## src/rtl/memory_pkg.sv

```systemverilog
// rtl/memory_pkg.sv - shared types and constants for the memory card board
package memory_pkg;

    localparam int         N_CELLS     = 64;
    localparam logic [3:0] CELL_HIDDEN = 4'hC;
    localparam logic [3:0] CELL_CURSOR = 4'hD;
    localparam logic [3:0] SYM_MAX     = 4'hB;

    typedef enum logic [2:0] {
        ST_IDLE  = 3'd0,
        ST_PICK1 = 3'd1,
        ST_PICK2 = 3'd2,
        ST_SHOW  = 3'd3,
        ST_WIN   = 3'd4,
        ST_LOSE  = 3'd5
    } state_t;

    // Symbols above SYM_MAX would collide with the hidden/cursor display codes.
    function automatic logic [3:0] clamp_sym(input logic [3:0] v);
        return (v > SYM_MAX) ? SYM_MAX : v;
    endfunction

endpackage

```

## src/rtl/hold_timer.sv

```systemverilog
// rtl/hold_timer.sv - loadable down-counter that pulses done when it reaches zero
module hold_timer #(
    parameter int W = 2
) (
    input  logic         clk,
    input  logic         rst,
    input  logic         i_clear,
    input  logic         i_load,
    input  logic [W-1:0] i_load_val,
    output logic         o_done
);

    logic [W-1:0] r_count;
    logic         r_active;

    always_ff @(posedge clk) begin
        if (rst || i_clear) begin
            r_count  <= '0;
            r_active <= 1'b0;
        end else if (i_load) begin
            r_count  <= i_load_val;
            r_active <= 1'b1;
        end else if (r_active) begin
            if (r_count == '0) begin
                r_active <= 1'b0;
            end else begin
                r_count <= r_count - W'(1);
            end
        end
    end

    assign o_done = r_active && (r_count == '0);

endmodule

```

## src/rtl/memory_board_ctrl.sv

```systemverilog
// rtl/memory_board_ctrl.sv - memory card game FSM producing a per-cell display matrix
module memory_board_ctrl
    import memory_pkg::*;
#(
    parameter int MISMATCH_CYCLES = 25_000_000,
    parameter int MAX_MISSES      = 40
) (
    input  logic            clk,
    input  logic            rst,
    input  logic            start,
    input  logic            btn_up,
    input  logic            btn_down,
    input  logic            btn_left,
    input  logic            btn_right,
    input  logic            btn_sel,
    input  logic [63:0][3:0] layout,
    output logic [63:0][3:0] matrix,
    output logic            win,
    output logic            lose,
    output logic [5:0]      misses
);

    localparam int            TW    = (MISMATCH_CYCLES > 1) ? $clog2(MISMATCH_CYCLES) : 1;
    localparam logic [TW-1:0] TLOAD = TW'(MISMATCH_CYCLES - 1);
    localparam logic [6:0]    MAXM  = 7'(MAX_MISSES);

    state_t           r_state;
    logic [63:0][3:0] r_sym;
    logic [63:0]      r_revealed;
    logic [63:0]      r_matched;
    logic [5:0]       r_cursor;
    logic [5:0]       r_idx1;
    logic [5:0]       r_idx2;
    logic [6:0]       r_matched_cnt;
    logic [5:0]       r_misses;

    logic             w_cur_hidden;
    logic             w_sym_eq;
    logic [6:0]       w_cnt_next;
    logic             w_move;
    logic [5:0]       w_cursor_nxt;
    logic [2:0]       w_row;
    logic [2:0]       w_col;
    logic             w_timer_load;
    logic             w_timer_done;

    assign w_row        = r_cursor[5:3];
    assign w_col        = r_cursor[2:0];
    assign w_cur_hidden = !r_revealed[r_cursor] && !r_matched[r_cursor];
    assign w_sym_eq     = (r_sym[r_idx1] == r_sym[r_cursor]);
    assign w_cnt_next   = r_matched_cnt + 7'd2;
    assign w_timer_load = !start && (r_state == ST_PICK2) && btn_sel && w_cur_hidden
                          && (r_cursor != r_idx1) && !w_sym_eq;

    // Moves wrap inside the current row or column; sel outranks any direction.
    always_comb begin
        w_move       = 1'b0;
        w_cursor_nxt = r_cursor;
        if (btn_up) begin
            w_move       = 1'b1;
            w_cursor_nxt = {w_row - 3'd1, w_col};
        end else if (btn_down) begin
            w_move       = 1'b1;
            w_cursor_nxt = {w_row + 3'd1, w_col};
        end else if (btn_left) begin
            w_move       = 1'b1;
            w_cursor_nxt = {w_row, w_col - 3'd1};
        end else if (btn_right) begin
            w_move       = 1'b1;
            w_cursor_nxt = {w_row, w_col + 3'd1};
        end
    end

    hold_timer #(.W(TW)) u_hold_timer (
        .clk        (clk),
        .rst        (rst),
        .i_clear    (start),
        .i_load     (w_timer_load),
        .i_load_val (TLOAD),
        .o_done     (w_timer_done)
    );

    always_ff @(posedge clk) begin
        if (rst) begin
            r_state       <= ST_IDLE;
            r_sym         <= '0;
            r_revealed    <= '0;
            r_matched     <= '0;
            r_cursor      <= '0;
            r_idx1        <= '0;
            r_idx2        <= '0;
            r_matched_cnt <= '0;
            r_misses      <= '0;
        end else if (start) begin
            for (int i = 0; i < N_CELLS; i++) begin
                r_sym[i] <= clamp_sym(layout[i]);
            end
            r_revealed    <= '0;
            r_matched     <= '0;
            r_cursor      <= '0;
            r_idx1        <= '0;
            r_idx2        <= '0;
            r_matched_cnt <= '0;
            r_misses      <= '0;
            r_state       <= ST_PICK1;
        end else begin
            case (r_state)
                ST_PICK1: begin
                    if (btn_sel) begin
                        if (w_cur_hidden) begin
                            r_revealed[r_cursor] <= 1'b1;
                            r_idx1               <= r_cursor;
                            r_state              <= ST_PICK2;
                        end
                    end else if (w_move) begin
                        r_cursor <= w_cursor_nxt;
                    end
                end
                ST_PICK2: begin
                    if (btn_sel) begin
                        if (w_cur_hidden && (r_cursor != r_idx1)) begin
                            r_idx2 <= r_cursor;
                            if (w_sym_eq) begin
                                r_matched[r_idx1]   <= 1'b1;
                                r_matched[r_cursor] <= 1'b1;
                                r_revealed[r_idx1]  <= 1'b0;
                                r_matched_cnt       <= w_cnt_next;
                                r_state <= (w_cnt_next == 7'(N_CELLS)) ? ST_WIN : ST_PICK1;
                            end else begin
                                r_revealed[r_cursor] <= 1'b1;
                                if (r_misses != 6'h3F) begin
                                    r_misses <= r_misses + 6'd1;
                                end
                                r_state <= ST_SHOW;
                            end
                        end
                    end else if (w_move) begin
                        r_cursor <= w_cursor_nxt;
                    end
                end
                ST_SHOW: begin
                    if (w_timer_done) begin
                        r_revealed[r_idx1] <= 1'b0;
                        r_revealed[r_idx2] <= 1'b0;
                        r_state <= ({1'b0, r_misses} >= MAXM) ? ST_LOSE : ST_PICK1;
                    end
                end
                default: r_state <= r_state;
            endcase
        end
    end

    always_comb begin
        for (int i = 0; i < N_CELLS; i++) begin
            if (rst || (r_state == ST_IDLE)) begin
                matrix[i] = CELL_HIDDEN;
            end else if ((r_state == ST_WIN) || (r_state == ST_LOSE)) begin
                matrix[i] = r_sym[i];
            end else if (r_revealed[i] || r_matched[i]) begin
                matrix[i] = r_sym[i];
            end else if (r_cursor == 6'(i)) begin
                matrix[i] = CELL_CURSOR;
            end else begin
                matrix[i] = CELL_HIDDEN;
            end
        end
    end

    assign win    = !rst && (r_state == ST_WIN);
    assign lose   = !rst && (r_state == ST_LOSE);
    assign misses = r_misses;

endmodule

```

## config.mk

```make
export PLATFORM = sky130hd
export DESIGN_NAME = memory_board_ctrl
export DESIGN_NICKNAME = d
export VERILOG_FILES = /design/src/rtl/memory_pkg.sv /design/src/rtl/hold_timer.sv /design/src/rtl/memory_board_ctrl.sv
export SDC_FILE = /design/constraint.sdc
export NUM_CORES = 2
export LEC_CHECK = 0
export ABC_AREA = 1
export CORE_MARGIN = 2
export CORE_UTILIZATION = 35
export DETAILED_ROUTE_END_ITERATION = 10
export DONT_BUFFER_PORTS = 1
export PLACE_DENSITY = 0.53
export RECOVER_POWER = 50
export SYNTH_ARGS = -nofsm -noshare
export SYNTH_HDL_FRONTEND = slang
export SYNTH_SLANG_ARGS = --single-unit
```

## constraint.sdc

```tcl
create_clock -name clk -period 6.16 [get_ports clk]
set_clock_uncertainty 0.15 [all_clocks]
set_input_delay 0.924 -clock clk [delete_from_list [all_inputs] [get_ports clk]]
set_output_delay 0.924 -clock clk [all_outputs]
set_load 0.1 [all_outputs]
```

==> results.sh <==
export IMPL_synthMuxAreaShare_pct=0.0356
export IMPL_max_stage_delay_ns=1.10
export IMPL_min_path_type="input port to register"
export IMPL_synthTopCellsByArea="dfxtp_1, nand2_1, nor2_1"
export IMPL_yosysWarnings=0
export IMPL_violations="max-capacitance violations, max-slew violations"
export IMPL_outcome="finished with violations"
export IMPL_critical_path_class="register to register"
export IMPL_path_common_cell="nand2_1"
export IMPL_synth_largest_area_cell="dfxtp_1"
export IMPL_cts_max_path_buffers=3
export IMPL_post_drt_wl_per_cell_um=26.1
export IMPL_core_area_mm2=0.0793
export IMPL_rsz0062_at_grt="false"
export IMPL_htree_levels=2
export IMPL_wirelength_mm=149
export IMPL_layout_drive_gt1_share_pct=7.48
export IMPL_vias=33156
export IMPL_worst_path_buf_inv=3
export IMPL_period_needed_ns=5.58
export IMPL_tns_ns=0
export IMPL_die_h_um=287
export IMPL_fin_area_mm2=0.0315
export IMPL_cp_end_kind="register"
export IMPL_min_path_cells=1
export IMPL_dieArea_mm2=0.0826
export IMPL_yosysUniqueCellTypes=41
export IMPL_hold_viol=0
export IMPL_crit_chain="clkinv_1 -> nor2_1 -> clkbuf_1 -> nand2_1 -> nand2_1 -> nor2_1 -> nor2_1 -> nor2_1 -> nand3_1 -> nand2_1 -> nor2_2 -> nand2_1 -> nor2_4 -> buf_4 -> nand2_1 -> a21oi_1"
export IMPL_synthAdderAreaFrac_pct=0.427
export IMPL_cp_max_fo=40
export IMPL_routabilityCongestion=0.968
export IMPL_syn_to_final_growth_pct=12.1
export IMPL_syn_area_per_cell_um2=5.88
export IMPL_portBuffers=0
export IMPL_dp_final_hpwl_mm=107
export IMPL_grt_max_degree=155
export IMPL_vdd_drop_max_mv=0.210
export IMPL_route_detailed_drc=0
export IMPL_ant_nets=0
export IMPL_critPathArrivalTime_ns=5.96
export IMPL_maxCapViolations=5
export IMPL_clk_pin_slew_ns=0.07
export IMPL_tightest_slew_ns=4.19
export IMPL_start_kind="register"
export IMPL_grt_ovfl_total=0
export IMPL_crit_slowest_cell="clkbuf_1"
export IMPL_final_cell_mix="nand2_1, nor2_1, inv_1"
export IMPL_cp_num_cells=16
export IMPL_worstPathRequired_ns=6.54
export IMPL_drt_pass1_iter_count=6
export IMPL_placed_area_mm2=0.0298
export IMPL_layout_nets=4912
export IMPL_cts_tree="done"
export IMPL_fin_crit_sh_pct=90.6
export IMPL_finalMaxSlewViolations=467
export IMPL_ys_seq_elements=443
export IMPL_synth_xor_area_share_pct=0.748
export IMPL_post_cts_resized=0
export IMPL_syn_num_nets=5049
export IMPL_root_buffer="clkbuf_16"
export IMPL_grt_pass1_wl_mm=212
export IMPL_grt_pass1_vias=29844
export IMPL_setup_viol=0
export IMPL_fin_ws_ns=0.576
export IMPL_cts_buffers=54
export IMPL_max_freq_ghz=0.179
export IMPL_antenna_found_initial=6
export IMPL_io_pins=528
export IMPL_synth_simple_area_share_pct=34.3
export IMPL_clock_sinks=443
export IMPL_slew_headroom_pct=-180
export IMPL_finalPower_uw=8070
export IMPL_ys_seq_area_share_pct=31.6
export IMPL_row_count=103
export IMPL_synth_compound_area_share_pct=22.2
export IMPL_power_density_mw_per_mm2=256
export IMPL_leakage_uw=0.0131
export IMPL_hold_buffers=0
export IMPL_yosys_area_top_type_share_pct=31.6
export IMPL_dp_slack_ns=1.71
export IMPL_viasPerCell=5.78
export IMPL_netlist_area_mm2=0.0281
export IMPL_clk_latency_ns=0.64
export IMPL_critPathTopFamily="simple AND/OR/NAND/NOR gates"
export IMPL_post_cts_setup_buffers=0
export IMPL_start_util_pct=35.5
export IMPL_layout_commonest_cell="nand2_1"
export IMPL_syn_inst=4776
export IMPL_grt_util_all_layers_pct=34.7
export IMPL_reg2reg_depth=16
export IMPL_synth_top_family_by_area="simple AND/OR/NAND/NOR gates"
export IMPL_die_w_um=287
export IMPL_drt_iter0_markers=4545
per-stage QoR:
step                      hold slack, ns  instances  utilization [%]
final                              0.238       5735             39.7
after global routing               0.226       5734             39.7
after CTS                          0.202       5730             39.8
after detailed placement           0.298       5633             37.6
after global placement             0.291       5633             37.6
after floorplan                    0.279       4776                -
sequential cells by signal (all words and copies together) (netlist names), 6 cells and up:
register and cells:
r_sym 256, r_matched 64, r_revealed 64, u_hold_timer.r_count 25
misses 6, r_cursor 6, r_idx1 6, r_idx2 6
r_matched_cnt 6
report_power, final:
part | internal [uW] | leakage, uW | switching (uW) | total [uW]
Clock | 1910 | 0.000902 | 1420 | 3330
Sequential | 3010 | 0.00364 | 86.3 | 3090
Combinational | 330 | 0.00857 | 1310 | 1640
Total | 5250 | 0.0131 | 2810 | 8070
area by class of cell:
type | count | area [um^2]
repair buffers | 97 | 808
clock inverters | 18 | 166
clock buffers | 79 | 1640
multi-input cells | 3572 | 16900
well taps | 1050 | 1310
flip-flops and latches | 443 | 8880
fillers | 8765 | 47800
inverters | 471 | 1780
diodes | 5 | 12.5
cell families after synthesis:
logic type               Yosys count
AND/OR/NAND/NOR                 2485
multiplexers                       1
XOR/XNOR                          24
buffers and inverters            761
flip-flops                       443
AO/OA/AOI/OAI                   1053
adder cells (fa/ha/maj)            9
synth_stat cells:
library cell and n:
nand2_1 1264, nor2_1 1054, o21ai_0 464, inv_1 461, dfxtp_1 443, a21oi_1 286
clkbuf_1 212, a221oi_1 127, nand3_1 102, o211ai_1 76, o32ai_1 64, buf_2 45
nand4_1 19, nor3_1 19, o22ai_1 17, xor2_1 16, buf_4 13, buf_1 12
or2_2 9, a211oi_1 8, buf_6 8, ha_1 8, xnor2_1 8, a31oi_1 6
clkinv_1 5, inv_2 3, nand2_2 3, nand2_4 3, nor2_2 3, nor3b_1 3
nor4_1 3, inv_4 2, o31ai_1 2, a2bb2oi_1 1, a32oi_1 1, fa_1 1
mux2i_1 1, nand3b_1 1, nor2_4 1, nor3_4 1, o21ai_1 1
layer usage:
layer / up-vias / track usage [%] / part of all wire [%]
met5: - / 0 / 0.018
met4: 4 / 15.4 / 4.9
met3: 363 / 10.6 / 12
met2: 2072 / 52.2 / 43
met1: 15533 / 45.5 / 40
li1: 15184 / - / -
path summary, 6_finish.rpt:
| path | endpoint | from | slack (ns) |
|---|---|---|---|
| worst max-delay path | r_matched[54] | r_cursor[3] | 0.58 |
| worst min-delay path | r_sym[18] | layout[19] | 0.24 |
| worst max register to register | r_matched[54] | r_cursor[3] | 0.58 |
| worst min register to register | r_matched[53] | r_matched[53] | 0.31 |
(Power assumes the default switching activity.)
